## config.mk

```make
export PLATFORM = sky130hd
export DESIGN_NAME = uart_rx
export DESIGN_NICKNAME = d
export VERILOG_FILES = /design/src/rtl/uart_pkg.sv /design/src/rtl/sync_2ff.sv /design/src/rtl/uart_rx.sv
export SDC_FILE = /design/constraint.sdc
export NUM_CORES = 1
export LEC_CHECK = 0
export CAP_MARGIN = 30
export CORE_ASPECT_RATIO = 1.75
export CORE_MARGIN = 1.5
export CORE_UTILIZATION = 50
export DETAILED_ROUTE_END_ITERATION = 16
export PLACE_DENSITY = 0.68
export SLEW_MARGIN = 20
export SYNTH_ARGS = -nofsm -noshare
export SYNTH_HDL_FRONTEND = slang
export SYNTH_SLANG_ARGS = --single-unit
```

## constraint.sdc

```tcl
create_clock -name i_clk -period 2.5 [get_ports i_clk]
set_input_delay 0.25 -clock i_clk [delete_from_list [all_inputs] [get_ports i_clk]]
set_output_delay 0.25 -clock i_clk [all_outputs]
set_load 0.01 [all_outputs]
```

## src/rtl/uart_pkg.sv

```systemverilog
// Shared UART definitions used by the receiver and the transmitter.
//   uart_state_t : 2-bit FSM state encoding (IDLE, START, DATA, STOP)
//   OVERSAMPLE   : ticks per bit at the 16x oversampling rate
//   MID_SAMPLE   : tick index of the middle of the start bit
//   TICK_CNT_W   : width of the per-bit tick counter (covers up to 2 stop bits)
package uart_pkg;

  typedef enum logic [1:0] {
    IDLE  = 2'd0,
    START = 2'd1,
    DATA  = 2'd2,
    STOP  = 2'd3
  } uart_state_t;

  localparam int unsigned OVERSAMPLE = 16;
  localparam int unsigned MID_SAMPLE = 7;
  localparam int unsigned TICK_CNT_W = 5;

endpackage

```

## src/rtl/sync_2ff.sv

```systemverilog
// Two-flop synchronizer for a single asynchronous input.
//   i_clk   : destination clock
//   i_reset : synchronous active-high reset, loads RESET_VAL into both flops
//   i_d     : asynchronous input
//   o_q     : synchronized output (2 cycles of latency)
module sync_2ff #(
  parameter logic RESET_VAL = 1'b0
) (
  input  logic i_clk,
  input  logic i_reset,
  input  logic i_d,
  output logic o_q
);

  logic meta_q;

  always_ff @(posedge i_clk) begin
    if (i_reset) begin
      meta_q <= RESET_VAL;
      o_q    <= RESET_VAL;
    end else begin
      meta_q <= i_d;
      o_q    <= meta_q;
    end
  end

endmodule

```

## src/rtl/uart_rx.sv

```systemverilog
// UART receiver: 16x oversampled, 1 start bit, NB_DATA data bits LSB first,
// SB_TICK/16 stop bits, no parity.
//   i_clk          : system clock
//   i_reset        : synchronous active-high reset
//   i_rx           : asynchronous serial line, idle high
//   i_s_tick       : one-cycle pulse at 16x the baud rate
//   o_rx_done_tick : one-cycle pulse when a frame completes (o_data valid)
//   o_data         : last received word, held until the next frame completes
//   o_frame_err    : stop bit of the last frame was sampled low
module uart_rx
  import uart_pkg::*;
#(
  parameter int unsigned NB_DATA = 8,
  parameter int unsigned SB_TICK = 16
) (
  input  logic               i_clk,
  input  logic               i_reset,
  input  logic               i_rx,
  input  logic               i_s_tick,
  output logic               o_rx_done_tick,
  output logic [NB_DATA-1:0] o_data,
  output logic               o_frame_err
);

  localparam int unsigned N_W = (NB_DATA > 1) ? $clog2(NB_DATA) : 1;

  localparam logic [TICK_CNT_W-1:0] S_MID  = TICK_CNT_W'(MID_SAMPLE);
  localparam logic [TICK_CNT_W-1:0] S_BIT  = TICK_CNT_W'(OVERSAMPLE - 1);
  localparam logic [TICK_CNT_W-1:0] S_STOP = TICK_CNT_W'(SB_TICK - 1);
  localparam logic [N_W-1:0]        N_LAST = N_W'(NB_DATA - 1);

  logic rx_s;

  uart_state_t             state_q, state_d;
  logic [TICK_CNT_W-1:0]   s_q, s_d;
  logic [N_W-1:0]          n_q, n_d;
  logic [NB_DATA-1:0]      shreg_q, shreg_d;
  logic [NB_DATA-1:0]      data_d;
  logic                    ferr_d;
  logic                    done_d;

  // Line synchronizer; resets to 1 so reset never looks like a start bit.
  sync_2ff #(
    .RESET_VAL (1'b1)
  ) u_sync_rx (
    .i_clk   (i_clk),
    .i_reset (i_reset),
    .i_d     (i_rx),
    .o_q     (rx_s)
  );

  // State and datapath registers.
  always_ff @(posedge i_clk) begin
    if (i_reset) begin
      state_q        <= IDLE;
      s_q            <= '0;
      n_q            <= '0;
      shreg_q        <= '0;
      o_data         <= '0;
      o_frame_err    <= 1'b0;
      o_rx_done_tick <= 1'b0;
    end else begin
      state_q        <= state_d;
      s_q            <= s_d;
      n_q            <= n_d;
      shreg_q        <= shreg_d;
      o_data         <= data_d;
      o_frame_err    <= ferr_d;
      o_rx_done_tick <= done_d;
    end
  end

  // Next-state logic; counters only move on ticks, except IDLE->START.
  always_comb begin
    state_d = state_q;
    s_d     = s_q;
    n_d     = n_q;
    shreg_d = shreg_q;
    data_d  = o_data;
    ferr_d  = o_frame_err;
    done_d  = 1'b0;

    unique case (state_q)
      IDLE: begin
        if (!rx_s) begin
          state_d = START;
          s_d     = '0;
        end
      end

      START: begin
        if (i_s_tick) begin
          if (s_q == S_MID) begin
            // Line back high at mid start bit: treat as a glitch.
            if (!rx_s) begin
              state_d = DATA;
              s_d     = '0;
              n_d     = '0;
            end else begin
              state_d = IDLE;
            end
          end else begin
            s_d = s_q + TICK_CNT_W'(1);
          end
        end
      end

      DATA: begin
        if (i_s_tick) begin
          if (s_q == S_BIT) begin
            shreg_d = {rx_s, shreg_q[NB_DATA-1:1]};
            s_d     = '0;
            if (n_q == N_LAST) begin
              state_d = STOP;
            end else begin
              n_d = n_q + N_W'(1);
            end
          end else begin
            s_d = s_q + TICK_CNT_W'(1);
          end
        end
      end

      STOP: begin
        if (i_s_tick) begin
          if (s_q == S_STOP) begin
            // Leave at mid stop bit so a following start edge is not missed.
            data_d  = shreg_q;
            ferr_d  = ~rx_s;
            done_d  = 1'b1;
            state_d = IDLE;
          end else begin
            s_d = s_q + TICK_CNT_W'(1);
          end
        end
      end

      default: state_d = IDLE;
    endcase
  end

endmodule

```

==> impl_metrics.tcl, run 1 <==
set metrics [dict create \
    outcome "finished clean" \
    startpoint_type "flip-flop" \
    hold_violations 0 \
    dieWidth_um 42.23 \
    power.share.sequential_pct 53.5 \
    grt_use_total_pct 21.97 \
    finalSetupTns_ns 0 \
    combinationalPowerShare_pct 3.5 \
    synth-seq-cells 30 \
    via_count 1121 \
    drt_iter0_drc 24 \
    drv_slew 0 \
    leakagePower_nw 0.5890 \
    min-delay-path-class "flip-flop to flip-flop" \
    synth_edf_count 0 \
    insertion_delay_ns 0.28 \
    cts.sinks 30 \
    dieArea_mm2 0.003025 \
    power_frac_clock_pct 43.0 \
    maxCapViolations 0 \
    hpwlAfterDp_um 2063 \
    postCtsResizedCells 0 \
    io_buffers 13 \
    yosys.area.top_type "dfxtp_1" \
    num_io_pins 14 \
    cts_hold_buf 0 \
    power_switching_w 0.0001921 \
    cts_root_buf "clkbuf_8" \
    yosysUniqueCellTypes 33 \
    utilization_pct 62.65 \
    globalplace.congestion 0.8564 \
    vdd_drop_max_uv 438.6 \
    antenna_found_initial 0 \
    worstPathArrival_ns 2.23 \
    synthFlopType "dfxtp_1" \
    switching_share_pct 21.17 \
    synthCells 156 \
    p_int_w 0.0007154 \
    viasPerCell 5.690 \
    clock_path_buffers 2 \
    layout.nets 179 \
    drt_first_pass_iters 4 \
    drive_above_1_share_pct 9.357 \
    grt_pass1_wl_um 5119 \
    setup_viol 0 \
    slew_headroom_pct 61.42 \
    clk_pin_slew_worst_paths_ns 0.06 \
    synthArstFlopShare_pct 0 \
    fin_crit_sh_pct 83.15 \
    ant_nets 0 \
    die_h_um 71.65 \
    layout_commonest_cell "nand2_1" \
    tightest_slew_ns 0.5768 \
    yosysWarningCount 0 \
    detail_route.wl_per_cell_um 14.34 \
    grt_overflow 0 \
    grt_start_max_net_pins 18 \
    drt_wl_total_um 2825 \
    areaGrowthSynthToFinish_pct 17.38 \
    cp.required_ns 2.65 \
    cts_tree "built" \
    worstSetupPathType "flip-flop to flip-flop" \
    whs_ns 0.4195 \
    post-route-drc-count 0 \
    layout_common_cells "nand2_1 (35), dfxtp_1 (30), a21oi_1 (22)" \
    syn_nets 165 \
    rsz0062_at_grt "no" \
    end_kind "flip-flop" \
    power.density_mw_per_mm2 574.2 \
    fmax_ghz 0.4811 \
    placed_area_mm2 0.001489 \
    numCtsBuffers 5 \
    fin_crit_ns 2.079 \
    cts_setup_buffers 0 \
    final_area_mm2 0.001580 \
    initial_core_util_pct 53.37 \
    synth_area_mm2 0.001346 \
    grt_pass1_vias 1154 \
    syn_area_per_cell_um2 8.630 \
    core_mm2 0.002522 \
    fin_skew_ns 0.002811 \
    synth.area.top_cells "dfxtp_1 (45%), nand2_1 (9.8%), a21oi_1 (8.2%)" \
    seq_area_frac_synth_pct 44.61 \
    rows 24 \
    critical_path.max_fanout 11 \
    yosysTopAreaCellShare_pct 44.61 \
    htree_levels 2 \
    antenna_cells 0 \
]
## power groups by stage
stage | sequential (W) | combinational (W) | clock [W]
final | 0.000485 | 0.0000317 | 0.000391
after global routing | 0.000485 | 0.0000346 | 0.000420
after CTS | 0.000485 | 0.0000319 | 0.000401
after detailed placement | 0.000496 | 0.0000316 | 0
after global placement | 0.000495 | 0.0000309 | 0
after floorplan | 0.000493 | 0.0000239 | 0
## layout make-up
cell class              count  area [um^2]
clock inverters             1        5.005
well taps                  26        32.53
clock buffers               7        86.33
repair buffers             15        145.1
fillers                   253        942.2
inverters                   6        22.52
flip-flops and latches     30        600.6
multi-input cells         112        688.2
## state kept, by name, summed over array words and instances (netlist names), named ones only
name / cells
n_q: 3
s_q: 5
o_data: 8
o_rx_done_tick: 1
state_q: 1
o_frame_err: 1
u_sync_rx.meta_q: 1
shreg_q: 8
u_sync_rx.o_q: 1
## metal layers
| metal | up-vias | GRT usage [%] | part of all wire (%) |
|---|---|---|---|
| met5 | - | 0 | 0 |
| met4 | 0 | 10.42 | 2.5 |
| met3 | 9 | 4.786 | 2.6 |
| met2 | 17 | 40.00 | 55 |
| met1 | 535 | 23.26 | 40 |
| li1 | 560 | - | - |
## synthesized netlist by cell type (3+ instances only)
library cell / n
nand2_1: 35
dfxtp_1: 30
a21oi_1: 22
nor2_1: 8
inv_1: 6
ha_1: 5
buf_2: 4
clkbuf_1: 4
nor2b_1: 3
or2_2: 3
## path summary, 6_finish.rpt
check	end	depth (start not counted)	slack (ns)	from
setup reg to reg	o_frame_err	6	0.42	s_q[0]
setup / recovery	o_frame_err	6	0.42	s_q[0]
hold reg to reg	u_sync_rx.o_q	1	0.42	u_sync_rx.meta_q
hold / removal	u_sync_rx.o_q	1	0.42	u_sync_rx.meta_q
## critical path: stages (launching register included)
cell and delay [ns]:
dfxtp_1 0.38, ha_1 0.25, and3_1 0.20, ha_1 0.31, nand4_1 0.46, a21oi_1 0.29, nor2_1 0.05
## logic make-up (layout without fill, tap and decap cells)
kind of cell    count (synthesis)  after routing  synth area share (%)
buf+inv                        14             29                 4.275
compound gates                 37             37                 18.50
flops                          30             30                 44.61
simple gates                   67             67                 25.84
xor+xnor                        1              1                0.6507
fa+ha+maj                       5              5                 4.647
mux                             2              2                 1.487
## through the flow
stage | cells | total power [W] | worst slack, ns
after detailed placement | 189 | 0.0005272 | 0.3847
after CTS | 197 | 0.0009178 | 0.3770
after floorplan | 156 | 0.0005168 | 0.7407
final | 197 | 0.0009075 | 0.4212
after global routing | 197 | 0.0009395 | 0.1924
after global placement | 189 | 0.0005262 | 0.5188
No activity file was read; power rests on OpenSTA's default activity.
==> run 2, diff against run 1 <==
clock period = 2 ns   (was 2.5 ns; I/O delays follow)
==> run 2 against run 1 <==
Fmax up 11%; final cell count up 2.0%; count of clock-buffer cells in the layout unchanged; via count up 0.36%; highest routed layer unchanged; non-clock buffer count up 4.
==> impl_metrics.tcl, run 2 (synthesis results as in run 1) <==
set metrics [dict create \
    outcome "finished clean" \
    leakagePower_nw 0.6027 \
    whs_ns 0.4064 \
    layout.nets 183 \
    via_count 1125 \
    post-route-drc-count 0 \
    numCtsBuffers 5 \
    grt_start_max_net_pins 20 \
    slew_headroom_pct 71.29 \
    reg.largest.list "o_data x8, shreg_q x8, s_q x5" \
    die_h_um 71.65 \
    fin_skew_ns 0.004871 \
    cp.required_ns 2.22 \
    min-delay-path-class "flip-flop to flip-flop" \
    num_io_pins 14 \
    antenna_found_initial 0 \
    viasPerCell 5.597 \
    rows 24 \
    fin_crit_sh_pct 93.91 \
    hold_violations 0 \
    tightest_slew_ns 0.4300 \
    layout_commonest_cell "nand2_1" \
    placed_cells 193 \
    cp_num_buf_inv 0 \
    layout_common_cells "nand2_1 (35), dfxtp_1 (30), a21oi_1 (22)" \
    maxCapViolations 0 \
    cts.sinks 30 \
    pre_cts_ws_ns 0.05845 \
    crit_path_max_incr_delay_ns 0.39 \
    final.fill_count 228 \
    crit_path_frequent_cell "ha_2" \
    drv_slew 0 \
    grt_pass1_vias 1170 \
    finalSetupTns_ns 0 \
    setup_ws_ns 0.1217 \
    worstSetupPathType "flip-flop to flip-flop" \
    antenna_cells 0 \
    cts_tree "built" \
    grt_use_total_pct 21.45 \
    end_kind "flip-flop" \
    fmax_ghz 0.5324 \
    startpoint_type "flip-flop" \
    critical_path.top_delay_family "compound AO/OA/AOI/OAI gates" \
    rsz0062_at_grt "no" \
    drt_first_pass_iters 4 \
    initial_core_util_pct 53.37 \
    critical_path.max_fanout 7 \
    cts_setup_buffers 0 \
    areaGrowthSynthToFinish_pct 19.98 \
    detail_route.wl_per_cell_um 14.35 \
    cts_root_buf "clkbuf_8" \
    dieArea_mm2 0.003025 \
    power.density_mw_per_mm2 706.5 \
    fin_cells 201 \
    clock_path_buffers 2 \
    core_mm2 0.002522 \
    fin_crit_ns 1.878 \
    insertion_delay_ns 0.28 \
    crit_path_top_delay_cell "dfxtp_1" \
    path_cells "ha_2, and3_1, ha_2, nand2_1, o21a_1, a21oi_1, a22o_1" \
    total_power_w 0.001141 \
    grt_pass1_wl_um 4871 \
    vdd_drop_max_uv 513.6 \
    dieWidth_um 42.23 \
    setup_viol 0 \
    drt_wl_total_um 2884 \
    drt_iter0_drc 35 \
    globalplace.congestion 0.8593 \
    drive_above_1_share_pct 12.57 \
    htree_levels 2 \
    io_buffers 13 \
    worstPathArrival_ns 2.10 \
    hpwlAfterDp_um 2191 \
    ant_nets 0 \
    grt_overflow 0 \
    clk_pin_slew_worst_paths_ns 0.06 \
]
## run 2: what timing repair did
item	in CTS	in global routing
hold buffers	0	0
resized for setup	0	2
endpoints found under the setup margin	0	7
## run 2: metrics by stage
stage / utilization (%) / area (um^2)
5_1_grt: 64.04 / 1615
3_3_place_gp: 60.22 / 1519
3_5_place_dp: 60.22 / 1519
6_report: 64.04 / 1615
2_1_floorplan: - / 1346
4_1_cts: 63.84 / 1610
## run 2: per-layer routing
metal / up-vias / global-route usage [%] / share of wire (%)
li1: 568 / - / -
met1: 528 / 19.87 / 38
met2: 19 / 40.85 / 55
met3: 10 / 4.030 / 2.5
met4: 0 / 13.54 / 4.0
met5: - / 0 / 0
## run 2: report_power, final
group          leakage [nW]  switching (W)  internal (W)
Combinational         0.312      0.0000250     0.0000187
Clock                0.0482       0.000214      0.000277
Sequential            0.242     0.00000496      0.000602
Total                 0.603       0.000244      0.000897
## run 2: path summary, 6_finish.rpt
kind	startpoint	end	slack, ns	cells past startpoint
setup / recovery	s_q[0]	s_q[3]	0.12	7
setup reg to reg	s_q[0]	s_q[3]	0.12	7
hold reg to reg	u_sync_rx.meta_q	u_sync_rx.o_q	0.41	1
hold / removal	u_sync_rx.meta_q	u_sync_rx.o_q	0.41	1
## run 2: area by class of cell
class                           instances  area, um^2  area share, %
Sequential cell                        30       600.6          37.18
Multi-Input combinational cell        112       693.2          42.91
Clock buffer                            7       86.33          5.345
Clock inverter                          1       5.005         0.3098
Tap cell                               26       32.53          2.014
Timing Repair Buffer                   19       175.2          10.84
Inverter                                6       22.52          1.394
## run 2: worst reg2reg max path, delay by kind of cell, from the launching register on
family                   cells  cell delay, ns
AND/OR/NAND/NOR              2            0.30
adder cells (fa/ha/maj)      2            0.51
flip-flops                   1            0.39
AO/OA/AOI/OAI                3            0.63
